<file path="src/rtl/ball_game_pkg.sv">
// Shared definitions for the ball game controller: state codes, default
// geometry and timing, and the tick-counter width helper.
package ball_game_pkg;

    typedef enum logic [2:0] {
        S_IDLE      = 3'd0,
        S_COUNTDOWN = 3'd1,
        S_PLAY      = 3'd2,
        S_PAUSE     = 3'd3,
        S_HIT       = 3'd4,
        S_OVER      = 3'd5
    } game_state_t;

    localparam int X_MAX_DEF     = 328;
    localparam int COUNTDOWN_DEF = 64;
    localparam int FREEZE_DEF    = 32;

    // One counter serves both countdown and freeze; it only reaches N-1.
    function automatic int cnt_width(input int a, input int b);
        int m;
        m = (a > b) ? a : b;
        return (m > 2) ? $clog2(m) : 1;
    endfunction

    localparam int CNT_W_DEF = cnt_width(COUNTDOWN_DEF, FREEZE_DEF);

endpackage

</file>
<file path="src/rtl/edge_pulse.sv">
// Rising-edge detector: pulse is high while level is high and was low on
// the previous clock.
module edge_pulse (
    input  logic clk,
    input  logic reset,
    input  logic level,
    output logic pulse
);

    logic prev;

    always_ff @(posedge clk) begin
        if (reset) prev <= 1'b0;
        else       prev <= level;
    end

    assign pulse = level & ~prev;

endmodule

</file>
<file path="src/rtl/ball_game_ctrl.sv">
// Game sequencing FSM: gates ball movement commands, tracks lives, score
// and best score; every game step is paced by the single-cycle tick.
module ball_game_ctrl
    import ball_game_pkg::*;
#(
    parameter int LIVES_INIT      = 3,
    parameter int COUNTDOWN_TICKS = COUNTDOWN_DEF,
    parameter int FREEZE_TICKS    = FREEZE_DEF,
    parameter int X_MAX           = X_MAX_DEF,
    parameter int SCORE_W         = 16
) (
    input  logic               clk,
    input  logic               reset,
    input  logic               tick,
    input  logic               btn_start,
    input  logic               btn_pause,
    input  logic               btn_left,
    input  logic               btn_right,
    input  logic [9:0]         x_ball,
    input  logic               hit,
    output logic               move_left,
    output logic               move_right,
    output logic               pos_reload,
    output logic [1:0]         lives,
    output logic [SCORE_W-1:0] score,
    output logic [SCORE_W-1:0] best,
    output logic [2:0]         state,
    output logic               game_over
);

    localparam int                 CNT_W      = cnt_width(COUNTDOWN_TICKS, FREEZE_TICKS);
    localparam logic [CNT_W-1:0]   CD_LAST    = CNT_W'(COUNTDOWN_TICKS - 1);
    localparam logic [CNT_W-1:0]   FRZ_LAST   = CNT_W'(FREEZE_TICKS - 1);
    localparam logic [9:0]         XMAX10     = 10'(X_MAX);
    localparam logic [1:0]         LIVES0     = 2'(LIVES_INIT);
    localparam logic [SCORE_W-1:0] SCORE_FULL = '1;

    game_state_t        cur, nxt;
    logic [CNT_W-1:0]   cnt, cnt_n;
    logic [1:0]         lives_n;
    logic [SCORE_W-1:0] score_n, best_n;
    logic               ml_n, mr_n, rl_n, restart;
    logic               start_p, pause_p;

    edge_pulse u_start (.clk(clk), .reset(reset), .level(btn_start), .pulse(start_p));
    edge_pulse u_pause (.clk(clk), .reset(reset), .level(btn_pause), .pulse(pause_p));

    always_ff @(posedge clk) begin
        if (reset) begin
            cur        <= S_IDLE;
            cnt        <= '0;
            lives      <= '0;
            score      <= '0;
            best       <= '0;
            move_left  <= 1'b0;
            move_right <= 1'b0;
            pos_reload <= 1'b0;
        end else begin
            cur        <= nxt;
            cnt        <= cnt_n;
            lives      <= lives_n;
            score      <= score_n;
            best       <= best_n;
            move_left  <= ml_n;
            move_right <= mr_n;
            pos_reload <= rl_n;
        end
    end

    always_comb begin
        nxt     = cur;
        cnt_n   = cnt;
        lives_n = lives;
        score_n = score;
        best_n  = best;
        ml_n    = 1'b0;
        mr_n    = 1'b0;
        rl_n    = 1'b0;
        restart = 1'b0;
        unique case (cur)
            S_IDLE: restart = start_p;
            S_COUNTDOWN: begin
                if (tick) begin
                    if (cnt == CD_LAST) begin
                        nxt   = S_PLAY;
                        cnt_n = '0;
                    end else begin
                        cnt_n = cnt + 1'b1;
                    end
                end
            end
            S_PLAY: begin
                // A pause edge swallows a coincident tick entirely.
                if (pause_p) begin
                    nxt = S_PAUSE;
                end else if (tick) begin
                    if (hit) begin
                        if (lives == 2'd1) begin
                            lives_n = '0;
                            best_n  = (score > best) ? score : best;
                            nxt     = S_OVER;
                        end else begin
                            lives_n = lives - 2'd1;
                            cnt_n   = '0;
                            nxt     = S_HIT;
                        end
                    end else begin
                        if (score != SCORE_FULL) score_n = score + 1'b1;
                        ml_n = btn_left & ~btn_right & (x_ball != 10'd0);
                        mr_n = btn_right & ~btn_left & (x_ball < XMAX10);
                    end
                end
            end
            S_PAUSE: begin
                if (start_p)      restart = 1'b1;
                else if (pause_p) nxt     = S_PLAY;
            end
            S_HIT: begin
                if (tick) begin
                    if (cnt == FRZ_LAST) begin
                        rl_n  = 1'b1;
                        cnt_n = '0;
                        nxt   = S_COUNTDOWN;
                    end else begin
                        cnt_n = cnt + 1'b1;
                    end
                end
            end
            S_OVER: restart = start_p;
            default: nxt = S_IDLE;
        endcase
        if (restart) begin
            nxt     = S_COUNTDOWN;
            cnt_n   = '0;
            lives_n = LIVES0;
            score_n = '0;
            rl_n    = 1'b1;
        end
    end

    assign state     = cur;
    assign game_over = (cur == S_OVER);

endmodule
</file>
<file path="config.mk">
export PLATFORM = sky130hd
export DESIGN_NAME = ball_game_ctrl
export DESIGN_NICKNAME = d
export VERILOG_FILES = /design/src/rtl/ball_game_pkg.sv /design/src/rtl/edge_pulse.sv /design/src/rtl/ball_game_ctrl.sv
export SDC_FILE = /design/constraint.sdc
export NUM_CORES = 1
export LEC_CHECK = 0
export BUFFER_PORTS_ARGS = -buffer_cell sky130_fd_sc_hd__buf_4
export CORE_MARGIN = 8
export CORE_UTILIZATION = 40
export DETAILED_ROUTE_END_ITERATION = 12
export GPL_TIMING_DRIVEN = 0
export PLACE_DENSITY = 0.71
export SLEW_MARGIN = 20
export SYNTH_ARGS = -nofsm -noshare
export SYNTH_HDL_FRONTEND = slang
export SYNTH_SLANG_ARGS = --single-unit
</file>
<file path="constraint.sdc">
create_clock -name clk -period 6.8 [get_ports clk]
set_clock_uncertainty 0.2 [all_clocks]
set_input_delay 1.36 -clock clk [delete_from_list [all_inputs] [get_ports clk]]
set_output_delay 1.36 -clock clk [all_outputs]
set_load 0.01 [all_outputs]
</file>
* Yosys cells after proc, flatten, opt, wreduce, memory -nomap -nowiden *
Index checks and enable logic that the tools add are counted.

word-level totals
  bits of input ports = 18
  word-level logic and storage cells = 110
  output and inout bits = 41
  bits in registers = 48

cells by class
  reductions and logical operators = 15
  add/subtract/negate cells = 3
  bitwise gates (word level) = 15
  muxes and demuxes = 33
  equal/unequal tests = 31
  order comparisons = 2

operators with widths
  kind                                                                   number
  6-bit 2-to-1 mux                                                       8
  3-bit 2-to-1 mux                                                       9
  3-bit != test, second input constant                                   8
  2-bit != test, second input constant                                   11
  6-bit case mux with 3 select lines                                     1
  9-bit AND reduction                                                    2
  16-bit by 1-bit adder with 16-bit output, second input constant        1
  16-bit greater-than comparator                                         1
  16-bit != test, second input constant                                  1
  3-bit case mux with 5 select lines                                     1
  2-bit 2-to-1 mux                                                       6
  10-bit by 9-bit < comparator with 1-bit output, second input constant  1
  10-bit nonzero test                                                    1
  1-bit NOT                                                              9
  4-bit != test, second input constant                                   2
  1-bit 2-to-1 mux                                                       7
  7-bit AND reduction                                                    1
  6-bit by 1-bit adder with 6-bit output, second input constant          1
  1-bit AND                                                              6
  3-bit by 2-bit == test with 1-bit output, second input constant        2
  3-bit == test, second input constant                                   2
  6-bit by 5-bit == test with 1-bit output, second input constant        1
  6-bit == test, second input constant                                   1
  6-bit AND reduction                                                    1
  12 further kinds                                                       15

* Logic depth before layout (Yosys ltp) *
Gate-level depths: netlist of the first run.

  depth in word-level cells = 7
  depth in mapped cells = 9
  depth with buffers taken out = 7

* Modules after synthesis *
From an unflattened synthesis of the first run, not the netlist that was laid out.

second synthesis, totals
  cells, all modules = 306
  area, all modules = 2690.1 sq um

modules (own cells, without submodules)
  module          area each (sq um)  times used  cells an instance
  ball_game_ctrl  2595.0             1           300
  edge_pulse      47.5               2           3

* Least setup slack after synthesis of the first run *
OpenSTA, ideal clock, no wires.

  path type = in2reg
  from = in btn_pause
  to = reg score[14]
  buffers on the path = 1
  required time = 6.530 ns
  data arrival time = 2.938 ns
  stages on the path = 6
  setup slack = 3.592 ns
  path through = nor2b_1 > buf_2 > or3_4 > or4b_4 > or3_1 > a21oi_1

on the way
  word-level cells in the longest chain between the ends = 3

ends and longest elaborated chain
  item                           RTL line              source
  start, declared                ball_game_ctrl.sv:16  input logic btn_pause,
  1-bit AND                      edge_pulse.sv:17      assign pulse = level & ~prev;
  1-bit NOT (no line)            --
  5-bit AND reduction (no line)  --
  end signal, assigned           ball_game_ctrl.sv:62  score <= score_n;
  end, declared                  ball_game_ctrl.sv:25  output logic [SCORE_W-1:0] score,

Every way passes these cells.
A chain may end at the register's enable or synchronous reset.

* Final worst setup path of the first run *
  from = in btn_pause
  to = reg best[7]

on the way
  word-level cells in the longest chain between the ends = 3

ends and longest elaborated chain
  item                           RTL line              source
  1-bit AND                      edge_pulse.sv:17
  1-bit NOT (no line)            --
  6-bit AND reduction (no line)  --
  end signal, assigned           ball_game_ctrl.sv:63  best <= best_n;
  end, declared                  ball_game_ctrl.sv:26  output logic [SCORE_W-1:0] best,

Every way passes these cells.

==> impl_results.html, run 1 <==
<table>
<tr><th>Metric</th><th>Value</th></tr>
<tr><th colspan="2">Clocking</th></tr>
<tr><td>Buffer count from post-CTS setup fixing</td><td>0</td></tr>
<tr><td>TritonCTS clock tree</td><td>yes</td></tr>
<tr><td>Clock input transition at the sequential cells of the worst setup and hold paths</td><td>90 ps</td></tr>
<tr><td>Number of clock sinks</td><td>48</td></tr>
<tr><td>Clock Root Buffer</td><td>sky130_fd_sc_hd__clkbuf_8</td></tr>
<tr><td>Worst-skew pair later-pin latency</td><td>approximately 300 ps</td></tr>
<tr><td>CTS Hold Bufs</td><td>0</td></tr>
<tr><td>CTS HTree Levels</td><td>2</td></tr>
<tr><td>Worst-case clock buffer depth</td><td>2</td></tr>
<tr><td>Number of buffers created by CTS</td><td>5</td></tr>
<tr><td>Number of cells upsized or downsized after cts</td><td>0</td></tr>
<tr><th colspan="2">Synth</th></tr>
<tr><td>Synthesis warning total</td><td>0</td></tr>
<tr><td>Sequential area share after synthesis</td><td>34.3%</td></tr>
<tr><td>Yosys reg bits</td><td>between 40 and 50</td></tr>
<tr><td>Yosys top cell area share</td><td>34.3%</td></tr>
<tr><td>List of most frequent post-synthesis cells</td><td>48 x sky130_fd_sc_hd__dfxtp_1, 35 x sky130_fd_sc_hd__nand2b_1, 26 x sky130_fd_sc_hd__a21oi_1</td></tr>
<tr><td>Leading post-synthesis cells by cell area</td><td>sky130_fd_sc_hd__dfxtp_1 34%, sky130_fd_sc_hd__ha_1 8.5%, sky130_fd_sc_hd__nand2b_1 7.8%</td></tr>
<tr><td>Post-synth EDFFs</td><td>0</td></tr>
<tr><td>Cell taking the most area after synthesis</td><td>sky130_fd_sc_hd__dfxtp_1</td></tr>
<tr><td>Synthesized netlist net count</td><td>364</td></tr>
<tr><td>Avg Cell Area, Syn</td><td>8.56 um2</td></tr>
<tr><td>Fraction of synthesis flops using an asynchronous set or reset pin</td><td>0%</td></tr>
<tr><td>Unique cell type count in the Yosys netlist</td><td>47</td></tr>
<tr><td>Prevailing post-synth register cell</td><td>sky130_fd_sc_hd__dfxtp_1</td></tr>
<tr><td>Most frequent cell after synthesis</td><td>sky130_fd_sc_hd__dfxtp_1</td></tr>
<tr><td>Cells after Synth</td><td>327</td></tr>
<tr><td>Cell area after technology mapping</td><td>0.00280 mm2</td></tr>
<tr><th colspan="2">Place</th></tr>
<tr><td>Cell count after placement</td><td>480</td></tr>
<tr><td>HPWL after detailed placement</td><td>5.36 mm</td></tr>
<tr><td>Port bufs</td><td>57</td></tr>
<tr><td>Placed inst area</td><td>0.00335 mm2</td></tr>
<tr><td>Placer Congestion</td><td>0.895</td></tr>
<tr><th colspan="2">Drt</th></tr>
<tr><td>Total via count after detailed routing</td><td>approximately 2600</td></tr>
<tr><td>Iteration count of the initial detailed-routing pass</td><td>4</td></tr>
<tr><td>Average via count per standard cell</td><td>5.30</td></tr>
<tr><td>Final routed DRC violation total</td><td>0</td></tr>
<tr><td>Detailed Route Iter0 Violations</td><td>103</td></tr>
<tr><td>Antenna Violating Nets Remaining</td><td>0</td></tr>
<tr><td>Routed Wire Length</td><td>6.99 mm</td></tr>
<tr><td>Mean routed wirelength per cell</td><td>~14 um</td></tr>
<tr><th colspan="2">Timing</th></tr>
<tr><td>Slew Limit Fails</td><td>0</td></tr>
<tr><td>Max transition margin</td><td>roughly two fifths</td></tr>
<tr><td>Final critical-path share of the clock period</td><td>between 40% and 50%</td></tr>
<tr><td>Setup tns final</td><td>0 ps</td></tr>
<tr><td>Final worst hold slack</td><td>approximately 290 ps</td></tr>
<tr><td>FMAX</td><td>0.295 GHz</td></tr>
<tr><td>Unrepaired setup endpoints after global routing</td><td>false</td></tr>
<tr><td>Final setup violation count</td><td>0</td></tr>
<tr><td>Total count of hold-check failures in the final report</td><td>0</td></tr>
<tr><td>Worst-Margin Slew</td><td>between 800 and 900 ps</td></tr>
<tr><td>Time the worst path needs with I/O delays and setup</td><td>3380 ps</td></tr>
<tr><th colspan="2">Global routing</th></tr>
<tr><td>Pin count of the biggest net entering global routing</td><td>15</td></tr>
<tr><td>Vias in the first global route</td><td>2466</td></tr>
<tr><td>First-pass GRT wire length</td><td>11.6 mm</td></tr>
<tr><td>Remaining Overflow, GRT</td><td>0</td></tr>
<tr><td>Global-route total usage across every layer</td><td>13.8%</td></tr>
<tr><td>Antenna violations before repair</td><td>0</td></tr>
<tr><th colspan="2">Finish</th></tr>
<tr><td>Area growth from synthesis to layout</td><td>22.9%</td></tr>
<tr><td>Post-route design area</td><td>roughly 0.0034 mm2</td></tr>
<tr><td>Proportion of layout cells with a drive suffix above 1</td><td>around a fifth</td></tr>
<tr><td>Number of standard cells in the layout, taps in and fillers out</td><td>between 400 and 500</td></tr>
<tr><td>Nets@finish</td><td>approximately 430</td></tr>
<tr><td>Count of inserted antenna diode cells</td><td>0</td></tr>
<tr><td># fillers</td><td>653</td></tr>
<tr><th colspan="2">Setup path</th></tr>
<tr><td>CP Data Required Time</td><td>6830 ps</td></tr>
<tr><td>Critical path start-end classification</td><td>in2reg</td></tr>
<tr><td>Critical Path AT</td><td>3420 ps</td></tr>
<tr><td>Kind of start point of the critical path</td><td>primary input</td></tr>
<tr><td>R2R Setup Slk</td><td>approximately 4200 ps</td></tr>
<tr><td>Critical-path maximum fanout</td><td>10</td></tr>
<tr><td>Crit. End Element</td><td>flip-flop</td></tr>
<tr><th colspan="2">Floorplan</th></tr>
<tr><td>IO Count</td><td>about 60</td></tr>
<tr><td>Row count</td><td>30</td></tr>
<tr><td>Initial core utilization</td><td>41.2%</td></tr>
<tr><td>Core ar.</td><td>between 0.006 and 0.007 mm2</td></tr>
<tr><td>Die footprint</td><td>0.00993 mm2</td></tr>
<tr><td>Die X-Extent</td><td>99.6 um</td></tr>
<tr><td>Y dimension of the die</td><td>around 100 um</td></tr>
<tr><th colspan="2">Job</th></tr>
<tr><td>Max-Cap Viols</td><td>0</td></tr>
<tr><th colspan="2">Run status</th></tr>
<tr><td>Outcome</td><td>finished clean</td></tr>
<tr><th colspan="2">Power and ir drop</th></tr>
<tr><td>Ratio of total power to cell area</td><td>176 mW/mm2</td></tr>
<tr><td>Total power</td><td>0.605 mW</td></tr>
<tr><td>VDD IR max</td><td>0.0956 mV</td></tr>
<tr><td>Leak Pwr</td><td>between 1 and 1.5 nW</td></tr>
<tr><th colspan="2">Worst hold path</th></tr>
<tr><td>Class of the worst hold path</td><td>reg2reg</td></tr>
</table>
where the power goes:
part | switching (mW) | internal (mW) | total, mW | leakage, nW
logic | 0.0683 | 0.0527 | 0.121 | 0.870
clock network | 0.0979 | 0.0829 | 0.181 | 0.0445
registers | 0.0125 | 0.291 | 0.303 | 0.388
total | 0.179 | 0.426 | 0.605 | 1.30
critical path, cell delays in order:
cell and delay, ps:
sky130_fd_sc_hd__buf_4 110, sky130_fd_sc_hd__nor2b_1 120, sky130_fd_sc_hd__buf_2 160, sky130_fd_sc_hd__or3_1 340, sky130_fd_sc_hd__clkbuf_1 170, sky130_fd_sc_hd__nor3b_1 330, sky130_fd_sc_hd__o31a_1 200, sky130_fd_sc_hd__buf_4 180
sky130_fd_sc_hd__buf_4 230, sky130_fd_sc_hd__mux2i_1 210
worst paths after layout:
kind                                 from       end  depth (start not counted)
worst max register to register   state[0]   best[7]                          8
worst min register to register   best[13]  best[13]                          2
worst max-delay path            btn_pause   best[7]                         10
worst min-delay path             best[13]  best[13]                          2
layout by cell type, fill, tap and decap left out, types with 6 or more instances in the layout:
cell type                  synthesis  final
sky130_fd_sc_hd__buf_4             3     60
sky130_fd_sc_hd__dfxtp_1          48     48
sky130_fd_sc_hd__nand2b_1         35     35
sky130_fd_sc_hd__a21oi_1          26     26
sky130_fd_sc_hd__inv_1            24     24
sky130_fd_sc_hd__mux2i_1          19     19
sky130_fd_sc_hd__ha_1             19     19
sky130_fd_sc_hd__nand2_1          14     14
sky130_fd_sc_hd__o21ai_0          14     14
sky130_fd_sc_hd__nor2_1           12     12
sky130_fd_sc_hd__or3_1            11     11
sky130_fd_sc_hd__clkbuf_1          9     10
sky130_fd_sc_hd__nand4_1           8      8
sky130_fd_sc_hd__nand3_1           8      8
sky130_fd_sc_hd__nor2b_1           7      7
sky130_fd_sc_hd__o211ai_1          7      7
sky130_fd_sc_hd__nor3_1            6      6
sky130_fd_sc_hd__clkbuf_8          0      6
state kept, by name, indices dropped and copies added, names as in the netlist:
| register | cells |
|---|---|
| best | 16 |
| cnt | 6 |
| lives | 2 |
| move_left | 1 |
| move_right | 1 |
| pos_reload | 1 |
| score | 16 |
| state | 3 |
| u_pause.prev | 1 |
| u_start.prev | 1 |
metrics by stage:
step           worst slack (ps)  utilization (%)
6_report                   3420             50.6
2_1_floorplan              3590                -
5_1_grt                    3320             50.6
3_5_place_dp               3120             49.2
4_1_cts                    3410             50.6
3_3_place_gp               3140             49.2
layer usage:
layer | global-route usage (%) | part of all wire (%) | routed length (um) | up-vias
met5 | 0 | 0 | 0 | -
met4 | 4.07 | 1.0 | 70 | 0
met3 | 3.35 | 5.6 | 392 | 7
met2 | 24.0 | 50 | 3490 | 57
met1 | 16.3 | 43 | 3040 | 1220
li1 | - | - | - | 1301
logic make-up (layout without fill, tap and decap cells):
group | count (synthesis) | after routing | share of synthesized area [%]
simple gates | 126 | 126 | 27.1
compound gates | 68 | 68 | 14.9
flops | 48 | 48 | 34.3
buf+inv | 39 | 104 | 5.77
fa+ha+maj | 19 | 19 | 8.50
mux | 19 | 19 | 6.80
xor+xnor | 8 | 8 | 2.50
cell type report:
class | instances | area [um2] | share of cell area [%]
plain buffers | 15 | 71.3 | 2.07
clock buffers | 7 | 86.3 | 2.51
clock inverters | 1 | 7.51 | 0.218
inverters | 24 | 90.1 | 2.62
multi-input cells | 240 | 1680 | 48.7
flip-flops and latches | 48 | 961 | 27.9
well taps | 96 | 120 | 3.49
repair buffers | 57 | 428 | 12.4
(Power assumes the default switching activity.)
==> run 2, diff against run 1 <==
PLACE_DENSITY = 0.73   (was 0.71)
clock period = 2.9 ns   (was 6.8 ns; I/O delays follow)
==> run 2 against run 1 <==
Via count down 0.35%. Sequential share of layout area shrank 0.11 points. Clock-buffer cell count is 1 lower. Sequential cell count did not move.
==> impl_results.html, run 2 (synthesis results as in run 1) <==
<table>
<tr><th>Metric</th><th>Value</th></tr>
<tr><th colspan="2">Floorplan</th></tr>
<tr><td>Die X-Extent</td><td>99.6 um (unchanged)</td></tr>
<tr><td>Core ar.</td><td>0.00679 mm2 (unchanged)</td></tr>
<tr><td>Initial core utilization</td><td>41.2% (unchanged)</td></tr>
<tr><td>Die footprint</td><td>0.00993 mm2 (unchanged)</td></tr>
<tr><td>Row count</td><td>30 (unchanged)</td></tr>
<tr><td>IO Count</td><td>59 (unchanged)</td></tr>
<tr><td>Y dimension of the die</td><td>99.6 um (unchanged)</td></tr>
<tr><th colspan="2">Timing</th></tr>
<tr><td>Setup tns final</td><td>0 ps (unchanged)</td></tr>
<tr><td>Slew Limit Fails</td><td>0 (unchanged)</td></tr>
<tr><td>Setup slack of the critical path after layout</td><td>374 ps (-3040 ps)</td></tr>
<tr><td>Unrepaired setup endpoints after global routing</td><td>false</td></tr>
<tr><td>FMAX</td><td>0.396 GHz</td></tr>
<tr><td>Max transition margin</td><td>40.6% (+0.44 points)</td></tr>
<tr><td>Worst-Margin Slew</td><td>880 ps (-6.47 ps)</td></tr>
<tr><td>Total count of hold-check failures in the final report</td><td>0 (unchanged)</td></tr>
<tr><td>Final critical-path share of the clock period</td><td>87.1%</td></tr>
<tr><td>Time the worst path needs with I/O delays and setup</td><td>2530 ps</td></tr>
<tr><td>Final setup violation count</td><td>0 (unchanged)</td></tr>
<tr><th colspan="2">Clocking</th></tr>
<tr><td>Worst-case clock buffer depth</td><td>2 (unchanged)</td></tr>
<tr><td>Number of clock sinks</td><td>48 (unchanged)</td></tr>
<tr><td>Clock input transition at the sequential cells of the worst setup and hold paths</td><td>90 ps (about the same)</td></tr>
<tr><td>CTS HTree Levels</td><td>2 (unchanged)</td></tr>
<tr><td>Buffer count from post-CTS setup fixing</td><td>0 (unchanged)</td></tr>
<tr><td>Number of buffers created by CTS</td><td>5 (unchanged)</td></tr>
<tr><td>Worst-skew pair later-pin latency</td><td>310 ps (about the same)</td></tr>
<tr><td>CTS Hold Bufs</td><td>0 (unchanged)</td></tr>
<tr><td>Number of cells upsized or downsized after cts</td><td>0 (unchanged)</td></tr>
<tr><td>Clock Root Buffer</td><td>sky130_fd_sc_hd__clkbuf_8</td></tr>
<tr><td>TritonCTS clock tree</td><td>yes</td></tr>
<tr><th colspan="2">Power and ir drop</th></tr>
<tr><td>Ratio of total power to cell area</td><td>432 mW/mm2 (+150%)</td></tr>
<tr><td>VDD IR max</td><td>0.209 mV (+120%)</td></tr>
<tr><td>Total power</td><td>1.49 mW (+150%)</td></tr>
<tr><td>Leak Pwr</td><td>1.31 nW (+0.82%)</td></tr>
<tr><th colspan="2">Drt</th></tr>
<tr><td>Detailed Route Iter0 Violations</td><td>112 (+8.7%)</td></tr>
<tr><td>Final routed DRC violation total</td><td>0 (unchanged)</td></tr>
<tr><td>Top routing layer in use</td><td>met4</td></tr>
<tr><td>Sum of routed wire segments on met1</td><td>3.11 mm (+2.3%)</td></tr>
<tr><td>Total via count after detailed routing</td><td>2576 (-0.35%)</td></tr>
<tr><td>Average via count per standard cell</td><td>5.28 (-0.35%)</td></tr>
<tr><td>Sum of met3 wire segment lengths after detailed routing</td><td>346 um (-12%)</td></tr>
<tr><td>Routed length on met2</td><td>3.46 mm (-0.86%)</td></tr>
<tr><td>Antenna Violating Nets Remaining</td><td>0 (unchanged)</td></tr>
<tr><td>Mean routed wirelength per cell</td><td>14.4 um (+0.37%)</td></tr>
<tr><td>Routed Wire Length</td><td>7.01 mm (+0.37%)</td></tr>
<tr><td>Iteration count of the initial detailed-routing pass</td><td>4 (unchanged)</td></tr>
<tr><th colspan="2">Finish</th></tr>
<tr><td>Largest registers in the final layout</td><td>best: 16 flops, score: 16 flops, cnt: 6 flops</td></tr>
<tr><td>Nets@finish</td><td>428 (unchanged)</td></tr>
<tr><td># fillers</td><td>654 (+0.15%)</td></tr>
<tr><td>Proportion of layout cells with a drive suffix above 1</td><td>18.9% (unchanged)</td></tr>
<tr><td>Count of inserted antenna diode cells</td><td>0 (unchanged)</td></tr>
<tr><td>Area growth from synthesis to layout</td><td>23.4%</td></tr>
<tr><td>Commonest non-fill, non-tap cell in the layout</td><td>sky130_fd_sc_hd__buf_4</td></tr>
<tr><td>Area of all sequential standard cells</td><td>961 um2 (unchanged)</td></tr>
<tr><td>Commonest cells after routing, fill and taps aside</td><td>60 x sky130_fd_sc_hd__buf_4, 48 x sky130_fd_sc_hd__dfxtp_1, 35 x sky130_fd_sc_hd__nand2b_1, 26 x sky130_fd_sc_hd__a21oi_1, 24 x sky130_fd_sc_hd__inv_1</td></tr>
<tr><td>Footprint of the multi-input gates</td><td>0.00168 mm2 (unchanged)</td></tr>
<tr><th colspan="2">Setup path</th></tr>
<tr><td>Critical-path top delay cell</td><td>sky130_fd_sc_hd__or3_1</td></tr>
<tr><td>CP Data Required Time</td><td>2950 ps (-3880 ps)</td></tr>
<tr><td>Cell repeated most along the worst path</td><td>sky130_fd_sc_hd__buf_4</td></tr>
<tr><td>Crit path largest cell delay</td><td>340 ps (about the same)</td></tr>
<tr><td>Kind of start point of the critical path</td><td>primary input</td></tr>
<tr><td>Critical-path maximum fanout</td><td>10 (unchanged)</td></tr>
<tr><td>Cell breakdown of the critical path</td><td>buf_4 -&gt; nor2b_1 -&gt; buf_2 -&gt; or3_1 -&gt; clkbuf_1 -&gt; nor3b_1 -&gt; o31a_1 -&gt; buf_4 -&gt; buf_4 -&gt; mux2i_1</td></tr>
<tr><td>Crit. End Element</td><td>flip-flop</td></tr>
<tr><td>Critical path start-end classification</td><td>in2reg</td></tr>
<tr><td>Critical Path AT</td><td>2570 ps (-850 ps)</td></tr>
<tr><th colspan="2">Place</th></tr>
<tr><td>Placer Congestion</td><td>0.822 (-8.1%)</td></tr>
<tr><td>HPWL after detailed placement</td><td>5.26 mm (-1.8%)</td></tr>
<tr><td>Worst setup slack before clock tree synthesis</td><td>21.5 ps (-3090 ps)</td></tr>
<tr><td>Port bufs</td><td>57 (unchanged)</td></tr>
<tr><th colspan="2">Global routing</th></tr>
<tr><td>Global-route total usage across every layer</td><td>14.1% (+0.35 points)</td></tr>
<tr><td>Vias in the first global route</td><td>2389 (-3.1%)</td></tr>
<tr><td>Remaining Overflow, GRT</td><td>0 (unchanged)</td></tr>
<tr><td>First-pass GRT wire length</td><td>11.5 mm (-0.36%)</td></tr>
<tr><td>Antenna violations before repair</td><td>0 (unchanged)</td></tr>
<tr><td>Pin count of the biggest net entering global routing</td><td>15 (unchanged)</td></tr>
<tr><th colspan="2">Run status</th></tr>
<tr><td>Outcome</td><td>finished clean</td></tr>
<tr><th colspan="2">Worst hold path</th></tr>
<tr><td>Class of the worst hold path</td><td>in2reg</td></tr>
<tr><th colspan="2">Job</th></tr>
<tr><td>Max-Cap Viols</td><td>0 (unchanged)</td></tr>
</table>
## run 2: cell types whose count changed in the layout (fill, tap and decap cells not counted)
cell	delta
sky130_fd_sc_hd__bufinv_16	+1
sky130_fd_sc_hd__clkbuf_8	-1
sky130_fd_sc_hd__clkinv_2	+1
sky130_fd_sc_hd__clkinvlp_4	-1
## run 2: metrics by stage
| step | instances | cell area (um2) | hold slack (ps) | util, % |
|---|---|---|---|---|
| after floorplan | 327 | 2800 | 262 | - |
| after global placement | 480 | 3350 | 276 | 49.2 |
| after detailed placement | 480 | 3350 | 285 | 49.2 |
| after CTS | 488 | 3450 | 279 | 50.8 |
| after global routing | 488 | 3450 | 279 | 50.8 |
| final | 488 | 3450 | 286 | 50.8 |
## run 2: worst paths after layout
check | startpoint | endpoint | slack, ps | cells past startpoint
worst max-delay path | btn_pause | best[14] | 370 | 10
worst max register to register | state[1] | cnt[2] | 390 | 7
worst min register to register | best[15] | best[15] | 290 | 2
worst min-delay path | btn_pause | u_pause.prev | 290 | 2
## run 2: per-layer routing
| layer | vias to the layer above | global-route usage (%) |
|---|---|---|
| met4 | 0 | 4.89 |
| met2 | 43 | 23.3 |
| li1 | 1295 | - |
| met5 | - | 0 |
| met3 | 9 | 4.40 |
| met1 | 1229 | 16.9 |
## run 2: layout make-up
type	count	share of cell area [%]
Buffer	15	2.07
Clock buffer	6	2.10
Clock inverter	2	1.01
Inverter	24	2.61
Multi-Input combinational cell	240	48.5
Sequential cell	48	27.8
Tap cell	96	3.48
Timing Repair Buffer	57	12.4
## run 2: critical path: cells and delay by family
kind / cells / cell delay (ps)
compound gates: 1 / 190
simple gates: 3 / 750
buf+inv: 5 / 860
mux: 1 / 190
## run 2: power breakdown
group	leakage (nW)	total, mW	switching (mW)	internal (mW)
logic	0.870	0.288	0.164	0.124
clock network	0.0552	0.493	0.236	0.256
registers	0.388	0.710	0.0285	0.681
